File: src/rtl/sram_fill_responder_pkg.sv
// Shared types for the SRAM fill responder: the 32-bit register value
// and the state encoding of the fill sequencer.
package sram_fill_responder_pkg;

  typedef logic [31:0] regval_t;

  typedef enum logic [2:0] {
    IDLE,
    LOW,
    HIGH,
    VALID,
    HOLD
  } fill_state_t;

  localparam int HALF_W = 16;

endpackage

File: src/rtl/sram_fill_responder.sv
// Memory-side responder for cache line fills: serves each 32-bit word request
// with two 16-bit async SRAM reads (low half first) and pulses data_valid.
module sram_fill_responder
  import sram_fill_responder_pkg::*;
#(
  parameter int WAIT_STATES = 2,
  parameter int SRAM_ADDR_W = 20
) (
  input  logic                   clock,
  input  logic                   reset_n,
  input  logic                   address_enable,
  input  regval_t                address,
  output logic                   data_valid,
  output regval_t                data,
  output logic [SRAM_ADDR_W-1:0] sram_addr,
  input  logic [HALF_W-1:0]      sram_dq,
  output logic                   sram_ce_n,
  output logic                   sram_oe_n
);

  localparam int CNT_W = $clog2(WAIT_STATES + 1) + 1;

  fill_state_t            state;
  fill_state_t            next_state;
  logic [CNT_W-1:0]       wait_cnt;
  logic [29:0]            req_addr;
  logic [29:0]            next_req_addr;
  logic [HALF_W-1:0]      lo;
  logic                   entering;
  logic                   cnt_done;
  logic                   addr_changed;
  logic                   next_sel;
  logic                   next_valid;
  logic [SRAM_ADDR_W-1:0] next_sram_addr;
  logic                   unused_addr_bits;

  assign unused_addr_bits = ^address[1:0];
  assign addr_changed     = address[31:2] != req_addr;
  assign cnt_done         = wait_cnt == CNT_W'(WAIT_STATES);

  always_ff @(posedge clock or negedge reset_n) begin
    if (!reset_n) begin
      state <= IDLE;
    end else begin
      state <= next_state;
    end
  end

  // Abort beats retarget, which beats completing the current half read.
  always_comb begin
    next_state    = state;
    next_req_addr = req_addr;
    entering      = 1'b0;
    case (state)
      IDLE: begin
        if (address_enable) begin
          next_req_addr = address[31:2];
          next_state    = LOW;
        end
      end
      LOW, HIGH: begin
        if (!address_enable) begin
          next_state = IDLE;
        end else if (addr_changed) begin
          next_req_addr = address[31:2];
          next_state    = LOW;
          entering      = 1'b1;
        end else if (cnt_done) begin
          next_state = (state == LOW) ? HIGH : VALID;
        end
      end
      VALID: begin
        next_state = HOLD;
      end
      HOLD: begin
        if (!address_enable) begin
          next_state = IDLE;
        end else if (addr_changed) begin
          next_req_addr = address[31:2];
          next_state    = LOW;
        end
      end
      default: begin
        next_state = IDLE;
      end
    endcase
    if (next_state != state) begin
      entering = 1'b1;
    end
  end

  // Outputs are computed from the upcoming state so they can be registered
  // and still line up with the state they belong to.
  always_comb begin
    next_sel       = (next_state == LOW) || (next_state == HIGH);
    next_valid     = next_state == VALID;
    next_sram_addr = sram_addr;
    if (next_sel) begin
      next_sram_addr = {next_req_addr[SRAM_ADDR_W-2:0], next_state == HIGH};
    end
  end

  always_ff @(posedge clock or negedge reset_n) begin
    if (!reset_n) begin
      data_valid <= 1'b0;
      sram_addr  <= '0;
      sram_ce_n  <= 1'b1;
      sram_oe_n  <= 1'b1;
    end else begin
      data_valid <= next_valid;
      sram_addr  <= next_sram_addr;
      sram_ce_n  <= !next_sel;
      sram_oe_n  <= !next_sel;
    end
  end

  always_ff @(posedge clock or negedge reset_n) begin
    if (!reset_n) begin
      wait_cnt <= '0;
    end else if (entering) begin
      wait_cnt <= '0;
    end else if ((state == LOW) || (state == HIGH)) begin
      wait_cnt <= wait_cnt + CNT_W'(1);
    end
  end

  // dq is sampled on the edge that ends the last wait cycle of each half.
  always_ff @(posedge clock or negedge reset_n) begin
    if (!reset_n) begin
      req_addr <= '0;
      lo       <= '0;
      data     <= '0;
    end else begin
      req_addr <= next_req_addr;
      if ((state == LOW) && (next_state == HIGH)) begin
        lo <= sram_dq;
      end
      if ((state == HIGH) && (next_state == VALID)) begin
        data <= {sram_dq, lo};
      end
    end
  end

endmodule

File: config.mk
export PLATFORM = sky130hd
export DESIGN_NAME = sram_fill_responder
export DESIGN_NICKNAME = d
export VERILOG_FILES = /design/src/rtl/sram_fill_responder_pkg.sv /design/src/rtl/sram_fill_responder.sv
export SDC_FILE = /design/constraint.sdc
export NUM_CORES = 1
export LEC_CHECK = 0
export CELL_PAD_IN_SITES_DETAIL_PLACEMENT = 1
export CELL_PAD_IN_SITES_GLOBAL_PLACEMENT = 1
export CORE_AREA = 2 2 108 110
export CTS_BUF_LIST = sky130_fd_sc_hd__clkbuf_8
export CTS_CLUSTER_SIZE = 30
export DETAILED_ROUTE_END_ITERATION = 10
export DIE_AREA = 0 0 110 112
export HOLD_SLACK_MARGIN = 0.1
export PLACE_DENSITY = 0.92
export SLEW_MARGIN = 20
export SYNTH_ARGS = -nofsm -noshare
export SYNTH_HDL_FRONTEND = slang
export SYNTH_SLANG_ARGS = --single-unit
export TNS_END_PERCENT = 20
File: constraint.sdc
create_clock -name clock -period 3.3 [get_ports clock]
set_clock_uncertainty 0.1 [all_clocks]
set_input_delay 0.495 -clock clock [delete_from_list [all_inputs] [get_ports clock]]
set_output_delay 0.495 -clock clock [all_outputs]
set_load 0.02 [all_outputs]
# Word-level counts from Yosys, hierarchy flattened
# Cells that the tools add are included.
dict set report totals {
  word_cells 52
  regBits 106
  inputBits 51
  mem_bits_rw 0
  latchBits 0
  output_inout_bits 55
  rom_bits 0
  n_memories 0
}
dict set report classes {
  n_shift 0
  mux 18
  eq_ne 13
  reduce_logical 11
  n_lt_le_gt_ge 0
  n_mul 0
  bitwise 0
  addsub 1
  div 0
}
# op n
set op_table {}
lappend op_table {{2-to-1 mux 30 bit} 3}
lappend op_table {{case mux 30 bit (2 select lines)} 1}
lappend op_table {{!= test 30 bit} 1}
lappend op_table {{2-to-1 mux 3 bit} 8}
lappend op_table {{== test 3 x 2 -> 1 bit, second input constant} 5}
lappend op_table {{case mux 3 bit (4 select lines)} 1}
lappend op_table {{== test 3 x 1 -> 1 bit, second input constant} 2}
lappend op_table {{2-to-1 mux 1 bit} 5}
lappend op_table {{!= test 2 x 1 -> 1 bit, second input constant} 2}
lappend op_table {{AND reduction 4 bit} 1}
lappend op_table {{nonzero test 2 bit} 2}
lappend op_table {{adder 3 x 1 -> 3 bit, second input constant} 1}
lappend op_table {{== test 3 bit, second input constant} 1}
lappend op_table {{logical NOT 3 bit} 1}
lappend op_table {{!= test 3 bit} 1}
lappend op_table {{OR reduction 3 bit} 1}
lappend op_table {{logical AND 1 bit} 2}
lappend op_table {{logical OR 1 bit} 2}
lappend op_table {{!= test 2 bit, second input constant} 1}
lappend op_table {{OR reduction 2 bit} 1}
lappend op_table {{logical NOT 1 bit} 1}

# Logic depth before layout (Yosys ltp)
dict set report logic_depth {
  word_depth 9
  ltp_mapped 9
  mapped_depth_nobuf 8
}

# Worst setup path before layout
# Ideal clock, no wire load.
dict set report synth_timing {
  path_type {input to register}
  from {input port address[20]}
  to {register sram_addr[10]}
  slack_ns 0.852
  setup_ns 0.125
  t_arrival_ns 2.223
  cell_stages 8
  required_time_ns 3.075
  path_buffers 1
  cell_sequence {xnor2_1 > nand4_1 > nor4_2 > a2bb2oi_1 > o21ai_2 > buf_4 > mux2_2 > mux2_2}
}
dict set report synth_via {
  word_cells_on_any_way 12
  classes_between {3 x eq/ne; 8 x mux; 1 x reduce/logical}
}
# item line
set synth_rtl {}
lappend synth_rtl {{start, declared} sram_fill_responder.sv:12} ;# input regval_t address,
lappend synth_rtl {{!= test 30 bit} sram_fill_responder.sv:38} ;# assign addr_changed = address[31:2] != req_addr;
lappend synth_rtl {{2-to-1 mux 30 bit} {sram_fill_responder.sv:64, sram_fill_responder.sv:78}}
lappend synth_rtl {{2-to-1 mux 30 bit} sram_fill_responder.sv:62} ;# if (!address_enable) begin
lappend synth_rtl {{case mux 30 bit (2 select lines)} sram_fill_responder.sv:54} ;# case (state)
lappend synth_rtl {{named net next_req_addr[9]} sram_fill_responder.sv:27} ;# logic [29:0] next_req_addr;
lappend synth_rtl {{end signal, assigned} sram_fill_responder.sv:111} ;# sram_addr <= next_sram_addr;
lappend synth_rtl {{end, declared} sram_fill_responder.sv:15} ;# output logic [SRAM_ADDR_W-1:0] sram_addr,
# The timed path passes the listed nets, and every way through them passes these cells. The select of a mux whose other input is x is not followed.
# A chain may end at the register's enable or synchronous reset.

# Final worst setup path
dict set report layout_timing {
  from {input port address[30]}
  to {register sram_addr[1]}
}
# The elaborated chain is that of the path after synthesis.

==> impl_metrics.toml <==
[yosys]
yosys.cell_types.count = 39
async_flop_share_pct = 100
synth_seq_cells = 106
ys_warn_count = 0
synth_edf_count = 0
syn_inst = 333
yosys.area.top_type = "dfrtp_1"
synth_fp_nets = 386
synth_area_leaders = "dfrtp_1, mux2_2, xnor2_1"
synthesis.area_um2 = 4560
seq_area_frac_synth_pct = 58.3
yosys.area.top_type_share_pct = 57.7
synth_area_per_cell_um2 = 13.7
synth_ff_type = "dfrtp_1"

[power_and_ir_drop]
p_leak_nw = 2.68
ir_drop_uv = 224
power_density_nw_per_um2 = 441

[detailed_routing]
via_count = 2995
top_layer = "met4"
wirelength_um = 11200
wl_met3_um = 633
wl_per_cell_um = 19.1
vias_per_cell = 5.09
wl_met1_um = 4540
drt_iter0_markers = 136
ant_nets = 0
wl_met2_um = 5890
drc = 0
drtPass1Iterations = 6

[floorplan]
die_x_um = 110
initial_utilization_pct = 40.8
dieHeight_um = 112
rows = 39
core_area_um2 = 11200
pin_count = 106
die-area_um2 = 12300

[clock_tree]
cts_num_sinks = 106
clk_pin_slew_ps = 90
clockRootBuffer = "clkbuf_8"
cts-htree-levels = 3
insertion_delay_ps = 360
cts_buffers = 9
cts_tree = "done"
cts_max_path_buffers = 2
post_cts_buffers = 0

[setup_path]
critPathLaunchType = "input port"
critPathCaptureType = "flop"
cp.required_ps = 3450
cp.arrival_ps = 3070
rr_startpoint = "req_addr[28]"
regToRegSetupSlack_ps = 560
worstRegToRegCells = 9
critPathMaxFanout = 21
worstSetupPathType = "input port to flop"
r2r_end = "sram_addr[1]"

[final_layout]
final_common_cell = "dfrtp_1"
syn2layout_area_growth_pct = 30.9
nets = 494
diodes = 0
layout-drive-gt1-share_pct = 26.3
final_cell_mix = "dfrtp_1, clkdlybuf4s50_1, mux2_2, xnor2_1, nand2_1"

[min_path]
holdPathEnd = "sram_addr[3]"
hp-start = "sram_addr[3]"
hold_depth = 1
holdCritPathClass = "flop to flop"

[global_routing]
antenna_found_initial = 0
grt_pass1_vias = 3439
grt_pass1_wl_um = 18300
grt_usage_pct = 19.4
grt_overflow = 0
grt_start_max_net_pins = 61

[timing]
setup_viol = 0
fmax_ghz = 0.343
slew-limit-headroom_pct = 49.6
fin_crit_sh_pct = 88.3
tns_ps = 0
fin_hold_ws_ps = 413
rsz0062_at_grt = "false"
worst_slew_pin_slew_ps = 756
slew_violations = 0
finalHoldViolCount = 0
fin_crit_ps = 2910

[place]
io_buffers = 103
gp_congestion = 0.799
detailed_place_hpwl_um = 8060

[flow_run]
maxCapViolations = 0

[outcome]
status = "finished clean"
[layer usage]
metal  up-vias  track usage (%)
met1      1561             23.6
met3        13             5.97
met5         -                0
li1       1357                -
met2        64             33.5
met4         0             4.73
[kinds of logic after synthesis]
| family | count (synthesis) | synth area share [%] |
|---|---|---|
| multiplexers | 88 | 21.9 |
| XOR/XNOR | 33 | 6.34 |
| AND/OR/NAND/NOR | 70 | 8.27 |
| buffers and inverters | 20 | 2.75 |
| AO/OA/AOI/OAI | 14 | 1.98 |
| flip-flops | 106 | 58.3 |
| adder cells (fa/ha/maj) | 2 | 0.549 |
[per-stage QoR]
| step | area, um2 | utilization [%] | total power [mW] | cells | worst slack (ps) |
|---|---|---|---|---|---|
| 6_report | 5960 | 53.4 | 2.63 | 588 | 387 |
| 5_1_grt | 5960 | 53.4 | 2.75 | 588 | 277 |
| 3_3_place_gp | 5760 | 51.6 | 1.83 | 572 | 117 |
| 4_1_cts | 5960 | 53.4 | 2.66 | 588 | 388 |
| 2_1_floorplan | 4560 | - | 1.63 | 333 | 852 |
| 3_5_place_dp | 5760 | 51.6 | 1.85 | 572 | 28.7 |
[report_power, final]
group / internal, mW / switching [mW]
Sequential: 1.37 / 0.0469
Clock: 0.367 / 0.440
Combinational: 0.216 / 0.190
Total: 1.95 / 0.676
[layout make-up]
class	count	area (um2)
fill	1137	5210
sequential	106	2650
multi-input combinational	207	1780
timing repair buffer	113	1140
tap	143	179
clock buffer	10	138
clock inverter	5	55.1
inverter	4	15.0
[registers in the layout, summed over array words and instances (netlist names)]
name / cells
wait_cnt: 3
state: 3
sram_oe_n: 1
data_valid: 1
lo: 16
data: 32
sram_addr: 20
req_addr: 30
[synthesized netlist by cell type (all sizes together), types with 2 or more instances]
library cell	count
nand3	13
nor2b	2
mux2	86
inv	4
nor2	11
nor4	3
mux2i	2
or2	2
ha	2
nand4	8
a21oi	3
o21ai	6
dfrtp	105
xnor2	32
clkbuf	3
nand2	27
buf	13
[how the worst max path moves through the flow]
stage,startpoint,to,slack (ps),cells after the start
after detailed placement,address[27],sram_addr[8],30,9
final,address[30],sram_addr[1],390,10
after global routing,address[30],sram_addr[1],280,10
after floorplan,address[20],sram_addr[10],850,8
after global placement,address[30],sram_addr[2],120,10
after CTS,address[27],sram_addr[1],390,9
[critical path: stages]
cell and delay, ps:
clkdlybuf4s50_1 510, xnor2_1 150, nand4_1 200, nor4_2 350, buf_4 180, a2bb2oi_1 100
o21ai_2 240, buf_12 200, mux2_1 370, mux2_2 270
[timing repair]
item,4_1_cts,5_1_grt
hold endpoints to repair,1,0
gates resized for setup,0,0
setup endpoints to repair,0,0
hold buffers,1,0
No activity file was read; power rests on OpenSTA's default activity.
